`config.mk`:
```
export PLATFORM = sky130hd
export DESIGN_NAME = tree_dispatch_node
export DESIGN_NICKNAME = d
export VERILOG_FILES = /design/src/rtl/tree_node_pkg.sv /design/src/rtl/tree_dispatch_node.sv
export SDC_FILE = /design/constraint.sdc
export NUM_CORES = 1
export LEC_CHECK = 0
export ABC_AREA = 1
export ABC_CLOCK_PERIOD_IN_PS = 1700
export BUFFER_PORTS_ARGS = -buffer_cell sky130_fd_sc_hd__buf_4
export CORE_MARGIN = 5
export CORE_UTILIZATION = 40
export DETAILED_ROUTE_END_ITERATION = 7
export GPL_ROUTABILITY_DRIVEN = 0
export PLACE_DENSITY = 0.74
export SLEW_MARGIN = 20
export SYNTH_ARGS = -nofsm -noshare
export SYNTH_HDL_FRONTEND = slang
export SYNTH_SLANG_ARGS = --single-unit
```
`constraint.sdc`:
```
create_clock -name clk -period 1.7 [get_ports clk]
set_clock_uncertainty 0.05 [all_clocks]
set_input_delay 0.255 -clock clk [delete_from_list [all_inputs] [get_ports clk]]
set_output_delay 0.255 -clock clk [all_outputs]
set_load 0.02 [all_outputs]
```
`src/rtl/tree_node_pkg.sv`:
```
// rtl/tree_node_pkg.sv - shared types and default parameters for the dispatch-tree nodes
package tree_node_pkg;

    localparam int DEF_FANOUT  = 10;
    localparam int DEF_CNT_W   = 8;
    localparam int DEF_TIMEOUT = 1024;
    localparam int MAX_FANOUT  = 32;

    typedef enum logic [1:0] {
        IDLE     = 2'd0,
        DISPATCH = 2'd1,
        WAIT     = 2'd2,
        REPORT   = 2'd3
    } node_state_e;

    // Reply as seen by a parent; the map is sized for the widest supported node.
    typedef struct packed {
        logic [MAX_FANOUT-1:0] done_map;
        logic                  err;
    } node_reply_t;

endpackage

```
`src/rtl/tree_dispatch_node.sv`:
```
// rtl/tree_dispatch_node.sv - hierarchy node: fans work out to FANOUT children, merges their dones
// Optional completion timeout enabled by defining TREE_DISPATCH_NODE_TIMEOUT_EN.
module tree_dispatch_node
    import tree_node_pkg::*;
#(
    parameter int FANOUT  = DEF_FANOUT,
    parameter int CNT_W   = DEF_CNT_W,
    parameter int STAGGER = 0,
    parameter int TIMEOUT = DEF_TIMEOUT
) (
    input  logic              clk,
    input  logic              rst_n,
    input  logic              start_i,
    input  logic [CNT_W-1:0]  work_i,
    input  logic [FANOUT-1:0] mask_i,
    output logic              busy_o,
    output logic              done_o,
    output logic              err_o,
    output logic [FANOUT-1:0] done_map_o,
    output logic [FANOUT-1:0] child_start_o,
    output logic [CNT_W-1:0]  child_work_o,
    input  logic [FANOUT-1:0] child_done_i
);

    localparam int PTR_W = (FANOUT > 1) ? $clog2(FANOUT) : 1;

    if (FANOUT < 1 || FANOUT > MAX_FANOUT || TIMEOUT < 1) begin : g_param_check
        $error("tree_dispatch_node: FANOUT must be 1..32 and TIMEOUT at least 1");
    end

    node_state_e       state_q, state_d;
    logic [FANOUT-1:0] mask_q;
    logic [FANOUT-1:0] done_map_q, done_map_d;
    logic [FANOUT-1:0] done_hit;
    logic [FANOUT-1:0] child_start_d;
    logic [PTR_W-1:0]  ptr_q, ptr_d;
    logic              complete;

`ifdef TREE_DISPATCH_NODE_TIMEOUT_EN
    localparam int TMO_W = $clog2(TIMEOUT + 1);

    logic [TMO_W-1:0] tmo_q, tmo_inc;
    logic             tmo_expire;
    logic             err_d;

    assign tmo_inc    = (tmo_q == TMO_W'(TIMEOUT)) ? tmo_q : tmo_q + TMO_W'(1);
    assign tmo_expire = (tmo_inc == TMO_W'(TIMEOUT));

    // Held at zero while idle, so it starts from zero on the first busy cycle.
    always_ff @(posedge clk or negedge rst_n) begin
        if (!rst_n) begin
            tmo_q <= '0;
            err_o <= 1'b0;
        end else begin
            tmo_q <= (state_q == IDLE) ? '0 : tmo_inc;
            err_o <= (state_d == REPORT) && err_d;
        end
    end
`else
    assign err_o = 1'b0;
`endif

    always_comb begin
        state_d       = state_q;
        done_map_d    = done_map_q;
        ptr_d         = ptr_q;
        child_start_d = '0;
`ifdef TREE_DISPATCH_NODE_TIMEOUT_EN
        err_d         = 1'b0;
`endif
        done_hit      = child_done_i & mask_q;
        complete      = ((done_map_q | done_hit) == mask_q);

        case (state_q)
            IDLE: begin
                if (start_i) begin
                    done_map_d = '0;
                    ptr_d      = '0;
                    if (mask_i == '0) begin
                        state_d = REPORT;
                    end else begin
                        state_d = DISPATCH;
                        if (STAGGER == 0) begin
                            child_start_d = mask_i;
                        end else begin
                            child_start_d[0] = mask_i[0];
                        end
                    end
                end
            end
            DISPATCH, WAIT: begin
                // Completion is priority over timeout and may cut a staggered dispatch short.
                done_map_d = done_map_q | done_hit;
                if (complete) begin
                    state_d = REPORT;
                end
`ifdef TREE_DISPATCH_NODE_TIMEOUT_EN
                else if (tmo_expire) begin
                    state_d = REPORT;
                    err_d   = 1'b1;
                end
`endif
                else if (state_q == DISPATCH) begin
                    if (STAGGER == 0 || ptr_q == PTR_W'(FANOUT - 1)) begin
                        state_d = WAIT;
                    end else begin
                        ptr_d                = ptr_q + PTR_W'(1);
                        child_start_d[ptr_d] = mask_q[ptr_d];
                    end
                end
            end
            REPORT: begin
                state_d = IDLE;
            end
            default: begin
                state_d = IDLE;
            end
        endcase
    end

    // Outputs are registered from the next-state view so they line up with the state they describe.
    always_ff @(posedge clk or negedge rst_n) begin
        if (!rst_n) begin
            state_q       <= IDLE;
            mask_q        <= '0;
            done_map_q    <= '0;
            ptr_q         <= '0;
            busy_o        <= 1'b0;
            done_o        <= 1'b0;
            done_map_o    <= '0;
            child_start_o <= '0;
            child_work_o  <= '0;
        end else begin
            state_q       <= state_d;
            done_map_q    <= done_map_d;
            ptr_q         <= ptr_d;
            busy_o        <= (state_d != IDLE);
            done_o        <= (state_d == REPORT);
            done_map_o    <= (state_d == REPORT) ? done_map_d : '0;
            child_start_o <= child_start_d;
            if (state_q == IDLE && start_i) begin
                mask_q       <= mask_i;
                child_work_o <= work_i;
            end
        end
    end

endmodule

```
==> results of run 1 <==
[power by group]
group | switching, W | internal (W)
clock network | 0.000376 | 0.000281
logic | 0.00123 | 0.000902
registers | 0.000315 | 0.00168
total | 0.00192 | 0.00286
[area by class of cell]
cell class	count	area [um2]
clock buffers	6	72.57
fillers	484	2386
clock inverters	1	5.005
flip-flops and latches	52	1301
repair buffers	65	503.0
well taps	70	87.58
inverters	35	131.4
multi-input cells	134	718.2
[layer usage]
metal | track usage, % | vias to the layer above
met3 | 4.047 | 6
met5 | 0 | -
met1 | 16.85 | 767
met4 | 4.094 | 0
li1 | - | 830
met2 | 23.72 | 50
[flip-flops by register name, summed over array words and instances, names as in the netlist]
name	count
child_work_o	8
child_start_o	10
done_o	1
mask_q	10
done_map_o	10
done_map_q	10
state_q	2
busy_o	1
[per-stage QoR]
| step | util [%] | setup TNS [ns] | cell area [um2] | total power (W) |
|---|---|---|---|---|
| 2_1_floorplan | - | 0 | 2176 | 0.003347 |
| 6_report | 54.16 | 0 | 2819 | 0.004775 |
| 3_3_place_gp | 52.28 | 0 | 2721 | 0.004045 |
| 3_5_place_dp | 52.28 | 0 | 2721 | 0.004116 |
| 4_1_cts | 54.06 | 0 | 2814 | 0.004799 |
| 5_1_grt | 54.16 | -0.07694 | 2819 | 0.005154 |
[worst paths after layout]
path | start | end | slack (ns) | cells after the start
min in group asynchronous | rst_n | done_map_o[7] | 0.46 | 2
min reg2reg | child_work_o[1] | child_work_o[1] | 0.46 | 1
max reg2reg | state_q[1] | busy_o | 0.08 | 6
max in group asynchronous | rst_n | done_map_o[4] | 0.71 | 2
max | state_q[1] | busy_o | 0.08 | 6
min | work_i[4] | child_work_o[4] | 0.13 | 2
[worst max-delay path: cells and delay by family (launching register included)]
family / cells / cell delay [ns]
AND/OR/NAND/NOR: 1 / 0.32
adder cells (fa/ha/maj): 1 / 0.29
buffers and inverters: 2 / 0.17
flip-flops: 1 / 0.41
AO/OA/AOI/OAI: 2 / 0.26
[cell usage after synthesis (all sizes together)]
master / count
mux2: 8
conb: 1
ha: 2
or2: 5
nand3: 1
nand2: 48
nand4: 1
nor2: 25
inv: 35
nor4: 2
buf: 3
o22ai: 1
a21oi: 20
nand3b: 3
dfrtp: 52
o21bai: 1
o21ai: 16
clkbuf: 3
[cells by family after synthesis]
group / Yosys count / share of synthesized area, %
compound gates: 38 / 9.431
fa+ha+maj: 2 / 1.150
buf+inv: 41 / 7.648
flops: 52 / 59.80
mux: 8 / 4.140
other cells: 1 / 0.1723
simple gates: 85 / 17.65
[timing repair]
item / CTS / global route
hold buffers: 1 / 0
endpoints found under the setup margin: 3 / 10
cloned: 0 / 0
resized for setup: 1 / 2
hold endpoints to repair: 52 / 0
setup buffers: 0 / 0
==> flow_summary.json, run 1 <==
{
  "outcome": "finished, final reports clean",
  "core_area_um2": 5205,
  "layout_common_cells": "buf_4, dfrtp_1, nand2_1",
  "leakage_nw": 1.447,
  "cts_made_buffers": 5,
  "critPathKind": "flip-flop to flip-flop",
  "drt_iter0_drc": 90,
  "drt-total-wl_mm": 4.648,
  "die_w_um": 83.76,
  "grt_overflow": 0,
  "setup_violations": 0,
  "synth_nets": 260,
  "drt-pass1-iter-count": 4,
  "fin_nets": 326,
  "viasPerCell": 4.554,
  "crit_required_ns": 1.83,
  "grt_pass1_wl_mm": 7.762,
  "cap_violations": 0,
  "antenna_found_initial": 0,
  "cpMostUsedCell": "inv_1",
  "synth.avg_cell_area_um2": 9.585,
  "worst_ep_arrival_time_ns": 1.75,
  "initial_utilization_pct": 41.80,
  "num_rows": 26,
  "vdd_drop_max_mv": 0.8712,
  "cp-start-kind": "flip-flop",
  "holdWs_ns": 0.1339,
  "port_buffers": 60,
  "antenna_cells": 0,
  "grt_pass1_vias": 1650,
  "clkTransAtPathRegs_ns": 0.09,
  "clock_latency_ns": 0.30,
  "final_cells": 363,
  "wl_met3_um": 260,
  "synth_area_leader_cell": "dfrtp_1",
  "pre_cts_ws_ns": 0.02616,
  "end_kind": "flip-flop",
  "synth_top_area_share_pct": 59.80,
  "drcViolationCount": 0,
  "slowest_stage": "dfrtp_1",
  "clock_sinks": 52,
  "vias": 1653,
  "cp_max_fo": 3,
  "die_area_um2": 7015,
  "syn_area_um2": 2176,
  "top_layer": "met4",
  "track_usage_pct": 13.84,
  "fin_crit_sh_pct": 95.25,
  "power_density_nw_per_um2": 1694,
  "cts-root-buf": "clkbuf_8",
  "fin_ws_ns": 0.08079,
  "wire_per_inst_um": 12.80,
  "area_growth_pct": 29.56,
  "fin_crit_ns": 1.619,
  "fmax_ghz": 0.6176,
  "ant_nets": 0,
  "die_y_um": 83.76,
  "clockBufferDepth": 2,
  "drive_gt1_share_pct": 32.08,
  "cpPeakStageDelay_ns": 0.41,
  "slew_violations": 0,
  "ys_seq_area_share_pct": 59.80,
  "place_inst": 355,
  "synth_seq_cells": 52,
  "ioPinCount": 62,
  "wl_met1_mm": 1.995,
  "yosys_warnings": 0,
  "grt_setup_unrepaired": "yes",
  "htree_levels": 2,
  "hold_path.class": "input port to flip-flop",
  "dpl.hpwl_mm": 3.460,
  "synth_area_leaders": "dfrtp_1, nand2_1, inv_1",
  "cp_cell_sequence": "inv_1, ha_2, inv_1, o22ai_1, o21bai_4, or2_2",
  "finalHoldViolCount": 0,
  "syn_inst": 227,
  "grt_max_degree": 53,
  "layout_commonest_cell": "buf_4",
  "relSlewSlack_pct": 57.59,
  "dr_wl_met2_mm": 2.329,
  "synth_cell_type_count": 27,
  "worstMarginPinSlew_ns": 0.6362,
  "cts_tree": "done"
}
Power figures use the tool's default switching activity.
==> run 2, diff against run 1 <==
Settings changed: CORE_MARGIN 5 to not set.
==> run 2 against run 1 <==
Net effect:
- clock power up 28%
- sequential share of layout area down 0.84 points
- core utilization up 1.4 points
- critical path depth unchanged
- critical path type unchanged
- sequential cell count unchanged
- non-clock buffer count unchanged
- critical endpoint unchanged
- highest routed layer unchanged
- cell count up 0.28%
- total power up 4.8%
- largest power group unchanged
==> flow_summary.json, run 2 (synthesis results as in run 1) <==
{
  "clock_latency_ns": 0.30,
  "drive_gt1_share_pct": 34.01,
  "setup-tns-final_ns": 0,
  "cp-startpoint": "state_q[1]",
  "ioPinCount": 62,
  "wire_per_inst_um": 12.28,
  "seqPwrFrac_pct": 39.5,
  "end_kind": "flip-flop",
  "drcViolationCount": 0,
  "antenna_found_initial": 0,
  "port_buffers": 60,
  "p_sw_w": 0.001987,
  "drt-total-wl_mm": 4.471,
  "cts-root-buf": "clkbuf_8",
  "outcome": "finished, final reports clean",
  "cp-start-kind": "flip-flop",
  "fin_crit_sh_pct": 95.96,
  "cts_tree": "done",
  "crit_required_ns": 1.84,
  "cap_violations": 0,
  "worst_ep_arrival_time_ns": 1.77,
  "pwr-share-clk_pct": 16.8,
  "clockBufferDepth": 2,
  "fillers": 477,
  "worstRegToRegCells": 6,
  "layout_common_cells": "buf_4, dfrtp_1, nand2_1",
  "critPathKind": "flip-flop to flip-flop",
  "die_area_um2": 5739,
  "grt_overflow": 0,
  "fin_nets": 326,
  "core_area_um2": 5172,
  "relSlewSlack_pct": 56.52,
  "area_growth_pct": 31.97,
  "worstMarginPinSlew_ns": 0.6521,
  "fin_crit_ns": 1.631,
  "grt_pass1_wl_mm": 7.403,
  "holdWs_ns": 0.1279,
  "cts_made_buffers": 5,
  "cp_max_fo": 3,
  "drt_iter0_drc": 79,
  "drt-pass1-iter-count": 4,
  "swShare_pct": 39.70,
  "p_int_w": 0.003019,
  "ant_nets": 0,
  "fmax_ghz": 0.6130,
  "viasPerCell": 4.618,
  "htree_levels": 2,
  "leakage_nw": 1.452,
  "grt_max_degree": 53,
  "clkTransAtPathRegs_ns": 0.09,
  "antenna_cells": 0,
  "finalHoldViolCount": 0,
  "worstReg2RegStart": "state_q[1]",
  "vias": 1681,
  "r2r_setup_slack_ns": 0.07,
  "grt_setup_unrepaired": "no",
  "num_rows": 26,
  "r2r_end": "busy_o",
  "clock_sinks": 52,
  "grt_pass1_vias": 1619,
  "initial_utilization_pct": 42.07,
  "power_density_nw_per_um2": 1743,
  "setup_violations": 0,
  "hold_path.class": "input port to flip-flop",
  "critPathCapture": "busy_o",
  "layout_commonest_cell": "buf_4",
  "power.share.combinational_pct": 43.7,
  "post_cts_buffers": 0,
  "track_usage_pct": 17.62,
  "vdd_drop_max_mv": 0.7808,
  "slew_violations": 0,
  "die_w_um": 75.76,
  "dpl.hpwl_mm": 3.264,
  "die_y_um": 75.76
}
[run 2: cell types whose count changed in the layout (fill, tap and decap cells not counted)]
cell | previous run | this run
buf_6 | 0 | 1
bufinv_16 | 0 | 1
buf_12 | 1 | 0
nand2_8 | 0 | 1
clkinvlp_4 | 0 | 1
a21oi_1 | 20 | 17
nand2_1 | 45 | 44
a21oi_2 | 0 | 3
clkbuf_1 | 1 | 0
[run 2: critical path: stages (launching register included)]
cell and delay [ns]:
dfrtp_1 0.41, inv_1 0.09, ha_2 0.28, inv_1 0.08, o22ai_1 0.08, o21bai_4 0.21, or2_2 0.31
[run 2: power by group through the flow]
stage / clock (W) / combinational [W] / sequential (W)
2_1_floorplan: 0 / 0.00117 / 0.00217
3_3_place_gp: 0 / 0.00202 / 0.00197
3_5_place_dp: 0 / 0.00206 / 0.00199
4_1_cts: 0.000863 / 0.00209 / 0.00197
5_1_grt: 0.000904 / 0.00244 / 0.00205
6_report: 0.000839 / 0.00219 / 0.00198
[run 2: final cells by class]
type	instances	area, um2	area share, %
clock inverters	3	42.54	1.481
well taps	70	87.58	3.050
inverters	35	131.4	4.575
multi-input cells	134	745.7	25.97
repair buffers	65	494.2	17.21
flip-flops and latches	52	1301	45.32
clock buffers	5	68.82	2.397
[run 2: through the flow]
step	worst slack, ns	std cells	power, W	utilization [%]	cell area (um2)
global route	0.007165	364	0.005392	55.52	2872
detailed placement	0.04137	355	0.004058	52.37	2709
global placement	0.07283	355	0.003999	52.37	2709
CTS	0.01826	364	0.004930	54.81	2835
floorplan	0.1963	227	0.003347	-	2176
finish	0.06867	364	0.005006	55.52	2872
[run 2: layer usage]
layer	vias up	global-route usage, %	share of wire (%)
li1	831	-	-
met1	806	22.03	43
met2	38	30.09	51
met3	6	4.630	5.2
met4	0	4.938	1.2
met5	-	0	0
[run 2: worst min path at each step]
stage              start                to  slack [ns]  depth (start not counted)
3_5_place_dp       rst_n  child_start_o[6]        0.28                          1
5_1_grt        work_i[3]   child_work_o[3]        0.12                          2
3_3_place_gp       rst_n  child_start_o[6]        0.28                          1
2_1_floorplan      rst_n            busy_o       -0.09                          0
6_report       work_i[5]   child_work_o[5]        0.13                          2
4_1_cts        work_i[0]   child_work_o[0]        0.11                          2
[run 2: what timing repair did]
| action | in CTS | in global routing |
|---|---|---|
| hold endpoints to repair | 52 | 0 |
| hold buffers | 1 | 0 |
| resized for setup | 1 | 9 |
| setup endpoints to repair | 1 | 25 |
==> run 3, diff against run 2 <==
Settings changed: ABC_CLOCK_PERIOD_IN_PS 1700 to 2000, SETUP_SLACK_MARGIN set to 0.05.
Clock period 1.7 ns to 2 ns, I/O delays scaled along.
==> run 3 against run 2 <==
Net effect:
- first-iteration DRC count is 5.1% higher
- register-to-register slack improved by 0.23 ns
- clock power decreased by 27%
- sequential cell count did not move
- cell count shrank 0.55%
- cell area decreased by 2.7%
- routed wire length down 2.0%
- highest routed layer unchanged
==> flow_summary.json, run 3 (synthesis results as in run 1) <==
{
  "power.share.combinational_pct": 42.7,
  "cp_cell_sequence": "inv_1, ha_1, nand2_1, nand2_1, nand2_1, a21oi_1, inv_1, nor2_2",
  "grt_use_met1_pct": 22.24,
  "viasPerCell": 4.500,
  "fmax_ghz": 0.5866,
  "power_density_nw_per_um2": 1428,
  "finalHoldViolCount": 0,
  "track_usage_pct": 17.29,
  "drcViolationCount": 0,
  "clock_latency_ns": 0.30,
  "outcome": "finished, final reports clean",
  "leakage_nw": 1.432,
  "wire_per_inst_um": 12.10,
  "drt_iter0_drc": 83,
  "worst-path-stages": 8,
  "grt_overflow": 0,
  "grt_util_met2_pct": 28.91,
  "crit_required_ns": 2.18,
  "cpPeakStageDelay_ns": 0.41,
  "p_total_w": 0.003989,
  "htree_levels": 2,
  "critPathKind": "flip-flop to flip-flop",
  "clockBufferDepth": 2,
  "fillers": 471,
  "cts_made_buffers": 5,
  "use_met3_pct": 4.365,
  "setup_violations": 0,
  "grt_pass1_wl_mm": 7.169,
  "holdWs_ns": 0.1766,
  "layout_commonest_cell": "buf_4",
  "drt-total-wl_mm": 4.382,
  "initial_utilization_pct": 42.07,
  "cap_violations": 0,
  "ioPinCount": 62,
  "pwr-share-clk_pct": 15.3,
  "die_area_um2": 5739,
  "pre_cts_ws_ns": 0.3133,
  "antenna_cells": 0,
  "post_cts_buffers": 0,
  "die_w_um": 75.76,
  "cp_num_buf_inv": 2,
  "hold_path.class": "input port to flip-flop",
  "fin_nets": 324,
  "cts_tree": "done",
  "clkTransAtPathRegs_ns": 0.09,
  "slowest_stage": "dfrtp_1",
  "area_growth_pct": 28.41,
  "layout_common_cells": "buf_4, dfrtp_1, nand2_1",
  "die_y_um": 75.76,
  "grt-busiest-layer": "met2",
  "dpl.hpwl_mm": 3.183,
  "antenna_found_initial": 0,
  "cp-start-kind": "flip-flop",
  "end_kind": "flip-flop",
  "num_rows": 26,
  "p_int_w": 0.002412,
  "drive_gt1_share_pct": 30.82,
  "cpMostUsedCell": "nand2_1",
  "grt_pass1_vias": 1571,
  "drt-pass1-iter-count": 4,
  "slew_violations": 0,
  "swShare_pct": 39.54,
  "clock_sinks": 52,
  "worst_ep_arrival_time_ns": 1.89,
  "crit_family": "simple AND/OR/NAND/NOR gates",
  "ant_nets": 0,
  "grt_max_degree": 53,
  "cts_resized": 0,
  "fin_crit_ns": 1.705,
  "utilization_pct": 54.02,
  "cts-root-buf": "clkbuf_8",
  "vdd_drop_max_mv": 0.5987,
  "worstMarginPinSlew_ns": 0.6422,
  "cp_max_fo": 10,
  "fin_ws_ns": 0.2953,
  "core_area_um2": 5172,
  "p_sw_w": 0.001578,
  "port_buffers": 60,
  "grt_setup_unrepaired": "no",
  "vias": 1629,
  "hold_depth": 2,
  "seqPwrFrac_pct": 42.0,
  "setup-tns-final_ns": 0,
  "relSlewSlack_pct": 57.18,
  "fin_crit_sh_pct": 85.24,
  "worstRegToRegCells": 8
}
-- run 3: timing repair --
item                                   4_1_cts  5_1_grt
hold buffers                                 1        0
endpoints found under the hold margin       42        0
setup endpoints to repair                    0        0
-- run 3: path summary, 6_finish.rpt --
check                                startpoint               end  slack (ns)
worst max-delay path                 state_q[1]     done_map_o[1]        0.30
worst min-delay path                  work_i[0]   child_work_o[0]        0.18
worst max register to register       state_q[1]     done_map_o[1]        0.30
worst min register to register  child_work_o[2]   child_work_o[2]        0.46
max in group asynchronous                 rst_n   child_work_o[2]        0.96
min in group asynchronous                 rst_n  child_start_o[6]        0.51
-- run 3: power by group through the flow --
stage | registers [W] | logic [W] | clock network [W]
finish | 0.00168 | 0.00170 | 0.000610
floorplan | 0.00185 | 0.000998 | 0
global route | 0.00174 | 0.00192 | 0.000673
CTS | 0.00168 | 0.00173 | 0.000629
global placement | 0.00168 | 0.00169 | 0
detailed placement | 0.00169 | 0.00172 | 0
-- run 3: metal layers --
layer  share of wire, %  wire length (um)
met1                 43              1870
met2                 52              2258
met3                4.5               195
met4                1.3                57
met5                  0                 0
-- run 3: area by class of cell --
type,instances,area [um2],share of cell area (%)
Clock buffer,8,90.09,3.224
Inverter,35,131.4,4.702
Multi-Input combinational cell,134,708.2,25.35
Sequential cell,52,1301,46.57
Tap cell,70,87.58,3.135
Timing Repair Buffer,63,475.5,17.02
-- run 3: metrics by stage --
stage / instance area [um2] / cells
final: 2794 / 362
after global routing: 2794 / 362
after CTS: 2794 / 362
after detailed placement: 2694 / 353
after global placement: 2694 / 353
after floorplan: 2176 / 227
-- run 3: worst register-to-register path, cell delays in order, from the launching register on --
cell	delay, ns
dfrtp_1	0.41
inv_1	0.09
ha_1	0.22
nand2_1	0.09
nand2_1	0.30
nand2_1	0.10
a21oi_1	0.21
inv_1	0.08
nor2_2	0.10
